===== src/rtl/wb_port_arbiter_pkg.sv =====
// wb_port_arbiter_pkg: shared constants for the write-back port arbiter.
// Holds the default widths, the requester count and index constants, the
// zero-data constant and a one-hot to index helper.
package wb_port_arbiter_pkg;

   localparam int unsigned PREG_W_DEF = 7;
   localparam int unsigned DATA_W_DEF = 32;
   localparam int          REQ_N      = 4;

   // Requester indices inside ReqValid/ReqAddr/ReqDate
   localparam logic [1:0] DIV  = 2'd0;
   localparam logic [1:0] MUL  = 2'd1;
   localparam logic [1:0] CSRU = 2'd2;
   localparam logic [1:0] LSU  = 2'd3;

   localparam logic [DATA_W_DEF-1:0] ZERO_DATA = {DATA_W_DEF{1'b0}};

   // Convert a one-hot (or all-zero) grant vector to a requester index
   function automatic logic [1:0] oh2idx(input logic [3:0] oh);
      logic [1:0] idx_v;
      idx_v = 2'd0;
      for (int i = 0; i < REQ_N; i++) begin
         if (oh[i]) begin
            idx_v = 2'(i);
         end else begin
            idx_v = idx_v;
         end
      end
      return idx_v;
   endfunction

endpackage


===== src/rtl/wb_rr_pick2.sv =====
// wb_rr_pick2: combinational rotate-scan picking up to two requesters.
// The first valid requester from ptr onwards goes to port 0; the next valid
// requester whose destination differs from port 0's goes to port 1.
module wb_rr_pick2
   import wb_port_arbiter_pkg::*;
#(
   parameter int unsigned PREG_W = PREG_W_DEF
)(
   input  logic [3:0]          valid,
   input  logic [4*PREG_W-1:0] addr,
   input  logic [1:0]          ptr,
   output logic [3:0]          gnt0,
   output logic [3:0]          gnt1,
   output logic [1:0]          last_idx
);

   logic [PREG_W-1:0] addr_a [REQ_N];

   // Unpack per-requester destination register indices
   always_comb begin
      for (int i = 0; i < REQ_N; i++) begin
         addr_a[i] = addr[i*PREG_W +: PREG_W];
      end
   end

   // Rotating scan with destination-conflict skip for the second grant
   always_comb begin
      logic [1:0]        idx_v;
      logic [PREG_W-1:0] addr0_v;
      logic              found0_v;
      logic              found1_v;
      gnt0     = 4'b0000;
      gnt1     = 4'b0000;
      last_idx = ptr;
      idx_v    = ptr;
      addr0_v  = {PREG_W{1'b0}};
      found0_v = 1'b0;
      found1_v = 1'b0;
      for (int k = 0; k < REQ_N; k++) begin
         idx_v = ptr + 2'(k);
         if (valid[idx_v]) begin
            if (!found0_v) begin
               found0_v    = 1'b1;
               gnt0[idx_v] = 1'b1;
               addr0_v     = addr_a[idx_v];
               last_idx    = idx_v;
            end else if (!found1_v && (addr_a[idx_v] != addr0_v)) begin
               found1_v    = 1'b1;
               gnt1[idx_v] = 1'b1;
               last_idx    = idx_v;
            end else begin
               found1_v = found1_v;
            end
         end else begin
            found0_v = found0_v;
         end
      end
   end

endmodule


===== src/rtl/wb_port_arbiter.sv =====
// wb_port_arbiter: arbitrates four result producers (Div, Mul, Csru, Lsu)
// onto two registered physical-register-file write ports.
// Define WB_ARB_RR_EN for rotating priority; otherwise priority is fixed
// Div > Mul > Csru > Lsu (scan pointer tied to 0).
module wb_port_arbiter
   import wb_port_arbiter_pkg::*;
#(
   parameter int unsigned PREG_W = PREG_W_DEF,
   parameter int unsigned DATA_W = DATA_W_DEF
)(
   input  logic                Clk,
   input  logic                Rest,
   input  logic                ArbStop,
   input  logic                ArbFlash,
   input  logic [3:0]          ReqValid,
   input  logic [4*PREG_W-1:0] ReqAddr,
   input  logic [4*DATA_W-1:0] ReqDate,
   output logic [3:0]          ReqReady,
   output logic                WbPort0Able,
   output logic [PREG_W-1:0]   WbPort0Addr,
   output logic [DATA_W-1:0]   WbPort0Date,
   output logic                WbPort1Able,
   output logic [PREG_W-1:0]   WbPort1Addr,
   output logic [DATA_W-1:0]   WbPort1Date
);

   logic [1:0]        ptr_s;
   logic [3:0]        gnt0_s;
   logic [3:0]        gnt1_s;
   logic [1:0]        last_s;
   logic [1:0]        idx0_s;
   logic [1:0]        idx1_s;
   logic              open_s;
   logic [PREG_W-1:0] req_addr_a [REQ_N];
   logic [DATA_W-1:0] req_data_a [REQ_N];

   wb_rr_pick2 #(.PREG_W(PREG_W)) u_pick (
      .valid    (ReqValid),
      .addr     (ReqAddr),
      .ptr      (ptr_s),
      .gnt0     (gnt0_s),
      .gnt1     (gnt1_s),
      .last_idx (last_s)
   );

   // Arbitration is only open out of reset and with no stall or flush
   assign open_s = Rest & ~ArbStop & ~ArbFlash;
   assign idx0_s = oh2idx(gnt0_s);
   assign idx1_s = oh2idx(gnt1_s);

   // Unpack per-requester address and data buses
   always_comb begin
      for (int i = 0; i < REQ_N; i++) begin
         req_addr_a[i] = ReqAddr[i*PREG_W +: PREG_W];
         req_data_a[i] = ReqDate[i*DATA_W +: DATA_W];
      end
   end

   // Grants reach the requesters only when the pipeline can take them
   always_comb begin
      if (open_s) begin
         ReqReady = gnt0_s | gnt1_s;
      end else begin
         ReqReady = 4'b0000;
      end
   end

`ifdef WB_ARB_RR_EN
   logic [1:0] ptr_r;

   // Scan pointer moves just past the last granted requester; flush rewinds it
   always_ff @(posedge Clk or negedge Rest) begin
      if (!Rest) begin
         ptr_r <= 2'd0;
      end else if (ArbFlash) begin
         ptr_r <= 2'd0;
      end else if (ArbStop) begin
         ptr_r <= ptr_r;
      end else if (|gnt0_s) begin
         ptr_r <= last_s + 2'd1;
      end else begin
         ptr_r <= ptr_r;
      end
   end

   assign ptr_s = ptr_r;
`else
   logic unused_last_s;

   assign ptr_s         = 2'd0;
   assign unused_last_s = ^last_s;
`endif

   // Write-port registers: capture granted results, hold under stall, drop on flush
   always_ff @(posedge Clk or negedge Rest) begin
      if (!Rest) begin
         WbPort0Able <= 1'b0;
         WbPort0Addr <= {PREG_W{1'b0}};
         WbPort0Date <= DATA_W'(ZERO_DATA);
         WbPort1Able <= 1'b0;
         WbPort1Addr <= {PREG_W{1'b0}};
         WbPort1Date <= DATA_W'(ZERO_DATA);
      end else if (ArbFlash) begin
         WbPort0Able <= 1'b0;
         WbPort1Able <= 1'b0;
      end else if (ArbStop) begin
         WbPort0Able <= WbPort0Able;
         WbPort1Able <= WbPort1Able;
      end else begin
         WbPort0Able <= |gnt0_s;
         WbPort1Able <= |gnt1_s;
         if (|gnt0_s) begin
            WbPort0Addr <= req_addr_a[idx0_s];
            WbPort0Date <= req_data_a[idx0_s];
         end else begin
            WbPort0Addr <= WbPort0Addr;
         end
         if (|gnt1_s) begin
            WbPort1Addr <= req_addr_a[idx1_s];
            WbPort1Date <= req_data_a[idx1_s];
         end else begin
            WbPort1Addr <= WbPort1Addr;
         end
      end
   end

endmodule


===== config.mk =====
export PLATFORM = sky130hd
export DESIGN_NAME = wb_port_arbiter
export DESIGN_NICKNAME = d
export VERILOG_FILES = /design/src/rtl/wb_port_arbiter_pkg.sv /design/src/rtl/wb_rr_pick2.sv /design/src/rtl/wb_port_arbiter.sv
export SDC_FILE = /design/constraint.sdc
export NUM_CORES = 1
export LEC_CHECK = 0
export ABC_AREA = 1
export BUFFER_PORTS_ARGS = -buffer_cell sky130_fd_sc_hd__buf_2
export CORE_UTILIZATION = 58
export CTS_CLUSTER_SIZE = 10
export DETAILED_ROUTE_END_ITERATION = 10
export HOLD_SLACK_MARGIN = 0.1
export PLACE_DENSITY = 0.95
export SYNTH_ARGS = -nofsm -noshare
export SYNTH_HDL_FRONTEND = slang
export SYNTH_HIERARCHICAL = 1
export SYNTH_SLANG_ARGS = --single-unit

===== constraint.sdc =====
create_clock -name Clk -period 6 [get_ports Clk]
set_input_delay 0.9 -clock Clk [delete_from_list [all_inputs] [get_ports Clk]]
set_output_delay 0.9 -clock Clk [all_outputs]
set_load 0.005 [all_outputs]

### After elaboration in Yosys (flattened, before gate mapping)

Cells that the tools add are included.

| cells by class | value |
|---|---|
| mux-type cells | 53 |
| bitwise logic cells | 7 |
| equality and inequality tests | 4 |
| $lt $le $gt $ge | 2 |
| reduce and logical (&&, ||, !) cells | 8 |

Operators with widths:

| kind | number |
|---|---|
| $bmux 32 s2 | 2 |
| $mux 32 | 4 |
| $mux 7 | 9 |
| $mux 4 | 8 |
| $bmux 7 s2 | 2 |
| $ne 7x7->1 | 3 |
| $mux 1 | 16 |
| $mux 3 | 5 |
| $mux 2 | 7 |
| $reduce_or 4->1 | 2 |
| $ge 3x3->1 const B | 2 |
| $not 2->3 | 2 |
| $reduce_and 3->1 | 2 |
| $or 4x4->4 | 1 |
| $and 1x1->1 | 2 |
| $logic_and 1x1->1 | 2 |
| $logic_not 1->1 | 2 |
| $ne 2x1->1 const B | 1 |
| $not 1->1 | 2 |

| storage, ports and cells | value |
|---|---|
| bits of input ports | 164 |
| bits in registers | 80 |
| output and inout port bits | 84 |
| word-level logic and storage cells | 80 |

### Logic depth before layout (Yosys ltp)

| depth | value |
|---|---|
| depth after elaboration | 22 |
| mapped depth | 30 |
| depth with buffers taken out | 26 |

### Hierarchy

The synthesis kept the hierarchy.

By module, submodules not included:

| module | seq. area each (um2) | area each (um2) | times used | cells each |
|---|---|---|---|---|
| wb_port_arbiter | 2001.9 | 6401.1 | 1 | 1200 |
| wb_rr_pick2 | 0.0 | 1800.5 | 1 | 384 |

### Worst setup path before layout

Ideal clock, no wire load.

| timing path | value |
|---|---|
| path kind | input to output |
| start point | input port ReqValid[0] |
| end point | output port ReqReady[3] |
| required time | 5.100 ns |
| stages | 21 |
| path slack | 2.005 ns |
| path buffers | 2 |
| data arrival time | 3.095 ns |
| cells stage by stage | inv_1 > nand2_2 > nand3_1 > nand2_2 > nand2_1 > nand2_1 > nand2_1 > nand2_1 > nand2_1 > nand2_1 > nor2_1 > nand2_1 > nand2_1 > nand2_1 > nand2_1 > nand2_2 > o31ai_1 > inv_2 > buf_2 > buf_2 > a21oi_1 |

| between the ends | value |
|---|---|
| word-level cells in the longest chain between the ends | 17 |
| elaborated cells on any way between the ends | 28 |
| classes of those cells | eq/ne: 3; mux: 20; bitwise: 1; reduce/logical: 4 |

RTL lines:

| item | RTL line | RTL |
|---|---|---|
| start: declaration | wb_port_arbiter.sv:15 | `input logic [3:0] ReqValid,` |
| $mux 7 | wb_rr_pick2.sv:41 | `if (valid[idx_v]) begin` |
| $ne 7x7->1 | wb_rr_pick2.sv:47 | `end else if (!found1_v && (addr_a[idx_v] != addr0_v)) begin` |
| $mux 1 | wb_rr_pick2.sv:47 |  |
| $mux 1 | wb_rr_pick2.sv:42 | `if (!found0_v) begin` |
| $mux 1 | wb_rr_pick2.sv:41 |  |
| $logic_not 1->1 | wb_rr_pick2.sv:47 |  |
| $logic_and 1x1->1 | wb_rr_pick2.sv:47 |  |
| $mux 1 | wb_rr_pick2.sv:47 |  |
| [2 not listed] | -- |  |
| $logic_not 1->1 | wb_rr_pick2.sv:47 |  |
| $logic_and 1x1->1 | wb_rr_pick2.sv:47 |  |
| $mux 4 | wb_rr_pick2.sv:47 |  |
| $mux 4 * | wb_rr_pick2.sv:42 |  |
| $mux 4 * | wb_rr_pick2.sv:41 |  |
| net gnt1_s[3] | wb_port_arbiter.sv:29 | `logic [3:0] gnt1_s;` |
| $or 4x4->4 * | wb_port_arbiter.sv:62 | `ReqReady = gnt0_s \| gnt1_s;` |
| $mux 4 * | wb_port_arbiter.sv:61 | `if (open_s) begin` |
| end: declaration | wb_port_arbiter.sv:18 | `output logic [3:0] ReqReady,` |

Mark *: on every way through the listed nets, which the timed path passes. The rest lies on a longest branch.

### Worst setup path in the final report

Ends and elaborated chain as after synthesis.

==> flow_metrics.env <==
export IMPL_crit_buf_inv=3
export IMPL_maxSlewViolCount=0
export IMPL_power_density_nw_per_um2=308.0
export IMPL_grt_util_all_layers_pct=40.08
export IMPL_slew_headroom_pct=39.67
export IMPL_htree_num_levels=3
export IMPL_syn_area_per_cell_sq_um=5.186
export IMPL_row_count=42
export IMPL_num_vias=10620
export IMPL_gp_congestion=0.9487
export IMPL_cts_clk_slew_worst_paths_ns=0.07
export IMPL_drt_iter0_drc=1292
export IMPL_switchingPower_uw=1269
export IMPL_cp_end_kind="primary output"
export IMPL_crit_chain="buf_2 -> nand2_1 -> nand3_1 -> nand2_1 -> nand2_2 -> nand2_1 -> nand2_1 -> nand2_1 -> nand3_1 -> nor2_1 -> nand2_1 -> nand2_1 -> nand2_1 -> nand2_1 -> nand2_2 -> o31ai_1 -> inv_2 -> a21oi_1 -> buf_2"
export IMPL_finalSetupTns_ns=0
export IMPL_io_buffers=247
export IMPL_cpPeakStageDelay_ns=0.47
export IMPL_remaining_drc_errors=0
export IMPL_r2r_end="WbPort1Date[10]"
export IMPL_ir_drop_v=0.0001897
export IMPL_tightest_slew_ns=0.9036
export IMPL_netlist_instances=1564
export IMPL_antenna_left=0
export IMPL_outcome="completed"
export IMPL_fin_worst_skew_ns=0
export IMPL_required_ns=5.10
export IMPL_cts_hold_buffers=0
export IMPL_cts_setup_buffers=0
export IMPL_synthesis_area_sq_um=8112
export IMPL_ctsLongestPathBuffers=2
export IMPL_io_pin_count=248
export IMPL_pwr_share_seq_pct=30.2
export IMPL_wl_mm=28.84
export IMPL_grt_max_degree=54
export IMPL_reg2regPathDepth=2
export IMPL_finalCritPeriodShare_pct=78.85
export IMPL_setup_violations=0
export IMPL_rr_startpoint="WbPort1Date[10]"
export IMPL_core_area_sq_um=13450
export IMPL_drive_above_1_share_pct=17.79
export IMPL_cts_tree="yes"
export IMPL_yosysWarnings=6
export IMPL_rsz0062_at_grt="false"
export IMPL_max_freq_ghz=0.2114
export IMPL_cts_sinks=80
export IMPL_cp_common_cell="nand2_1"
export IMPL_p_int_uw=1707
export IMPL_die_w_um=120.3
export IMPL_cts_made_buffers=9
export IMPL_hold_viol=0
export IMPL_antenna_found_initial=0
export IMPL_hold_path_class="input port to async pin"
export IMPL_antenna_cells=0
export IMPL_dpl_cell_count=1926
export IMPL_start_util_pct=60.30
export IMPL_clk_latency_ns=0.35
export IMPL_avgViaCountPerCell=5.470
export IMPL_path_delay_family="simple AND/OR/NAND/NOR gates"
export IMPL_period_minus_slack_ns=4.731
export IMPL_grt_pass1_vias=9729
export IMPL_cts_resized=0
export IMPL_power_frac_clock_pct=22.0
export IMPL_place_hpwl_mm=19.65
export IMPL_die_area_sq_um=14460
export IMPL_crit_path_max_fanout=29
export IMPL_grt_overflow=0
export IMPL_power_leakage_uw=0.006070
export IMPL_worst_path_max_delay_cell="o31ai_1"
export IMPL_drv_cap=0
export IMPL_cts_root_buf="clkbuf_16"
export IMPL_stdcell_count=1941
export IMPL_die_y_um=120.3
export IMPL_comb_power_share_pct=47.8
export IMPL_routedWlPerCell_um=14.86
export IMPL_fillers=1235
export IMPL_arrival_ns=3.83
export IMPL_p_sw_share_pct=42.64
export IMPL_critPathKind="input port to primary output"
export IMPL_startpoint_type="input port"
export IMPL_synthToLayoutAreaGrowth_pct=19.08
export IMPL_grt_pass1_wl_mm=46.44
export IMPL_first_pass_iters=8
export IMPL_path_depth=19
export IMPL_rrSetupSlack_ns=5.33
export IMPL_fin_nets=1929
==> worst max path at each step <==
stage,start,end,slack [ns]
2_1_floorplan,ReqValid[0],ReqReady[3],2.05
3_3_place_gp,ReqValid[0],ReqReady[3],1.40
3_5_place_dp,ReqValid[0],WbPort1Date[23],1.32
4_1_cts,ReqValid[0],ReqReady[3],1.34
5_1_grt,ReqValid[0],ReqReady[3],0.97
6_report,ReqValid[0],ReqReady[3],1.27
==> flip-flops by register name, summed over array words and instances, names as in the netlist <==
| name | cells |
|---|---|
| WbPort0Able | 1 |
| WbPort0Addr | 7 |
| WbPort0Date | 32 |
| WbPort1Able | 1 |
| WbPort1Addr | 7 |
| WbPort1Date | 32 |
==> cells in the final DEF (no fill, tap or decap), types with 2 or more instances in the layout <==
cell type / count
nor2_4: 2
and2_1: 2
clkbuf_16: 9
nand4_1: 4
nand3b_1: 3
buf_2: 246
clkinv_4: 2
o21ai_1: 11
inv_1: 121
dfrtp_1: 80
bufinv_16: 3
conb_1: 14
xnor2_1: 3
or2_2: 8
o21ai_0: 24
o22ai_1: 6
nand2_1: 726
inv_2: 14
ha_1: 4
nand3_1: 114
buf_4: 13
xor2_1: 3
nand3_2: 5
nand2_2: 4
o31ai_1: 3
nor2_1: 324
a21oi_1: 8
==> stage by stage <==
step                      instance area [sq um]  hold slack (ns)  power (uW)  util (%)  worst slack (ns)
after detailed placement                   9318           0.4594        2270     69.26             1.315
after global routing                       9659           0.5001        3185     71.80            0.9676
after floorplan                            8160           0.4724        1753         -             2.046
after global placement                     9318           0.4567        2228     69.26             1.402
after CTS                                  9659           0.4763        2934     71.80             1.339
final                                      9659           0.4642        2976     71.80             1.269
==> layer usage <==
layer	share of wire [%]	track usage [%]	up-vias
met5	0	0	-
met1	38	49.88	4558
met3	13	7.500	161
li1	-	-	5070
met2	45	64.98	829
met4	5.1	22.99	0
==> layout make-up <==
cell class | instances | area [sq um] | share of cell area (%)
clock inverter | 6 | 116.4 | 1.205
clock buffer | 9 | 225.2 | 2.332
inverter | 135 | 506.7 | 5.246
tap | 176 | 220.2 | 2.280
timing repair buffer | 260 | 1349 | 13.96
multi-input combinational | 1275 | 5240 | 54.25
sequential | 80 | 2002 | 20.73
==> power by group through the flow <==
stage	registers, uW	logic [uW]	clock network (uW)
2_1_floorplan	904	849	0
3_3_place_gp	890	1340	0
3_5_place_dp	893	1380	0
4_1_cts	892	1390	656
5_1_grt	919	1590	677
6_report	900	1420	654
Note: power is estimated with default switching activity, not from simulation.
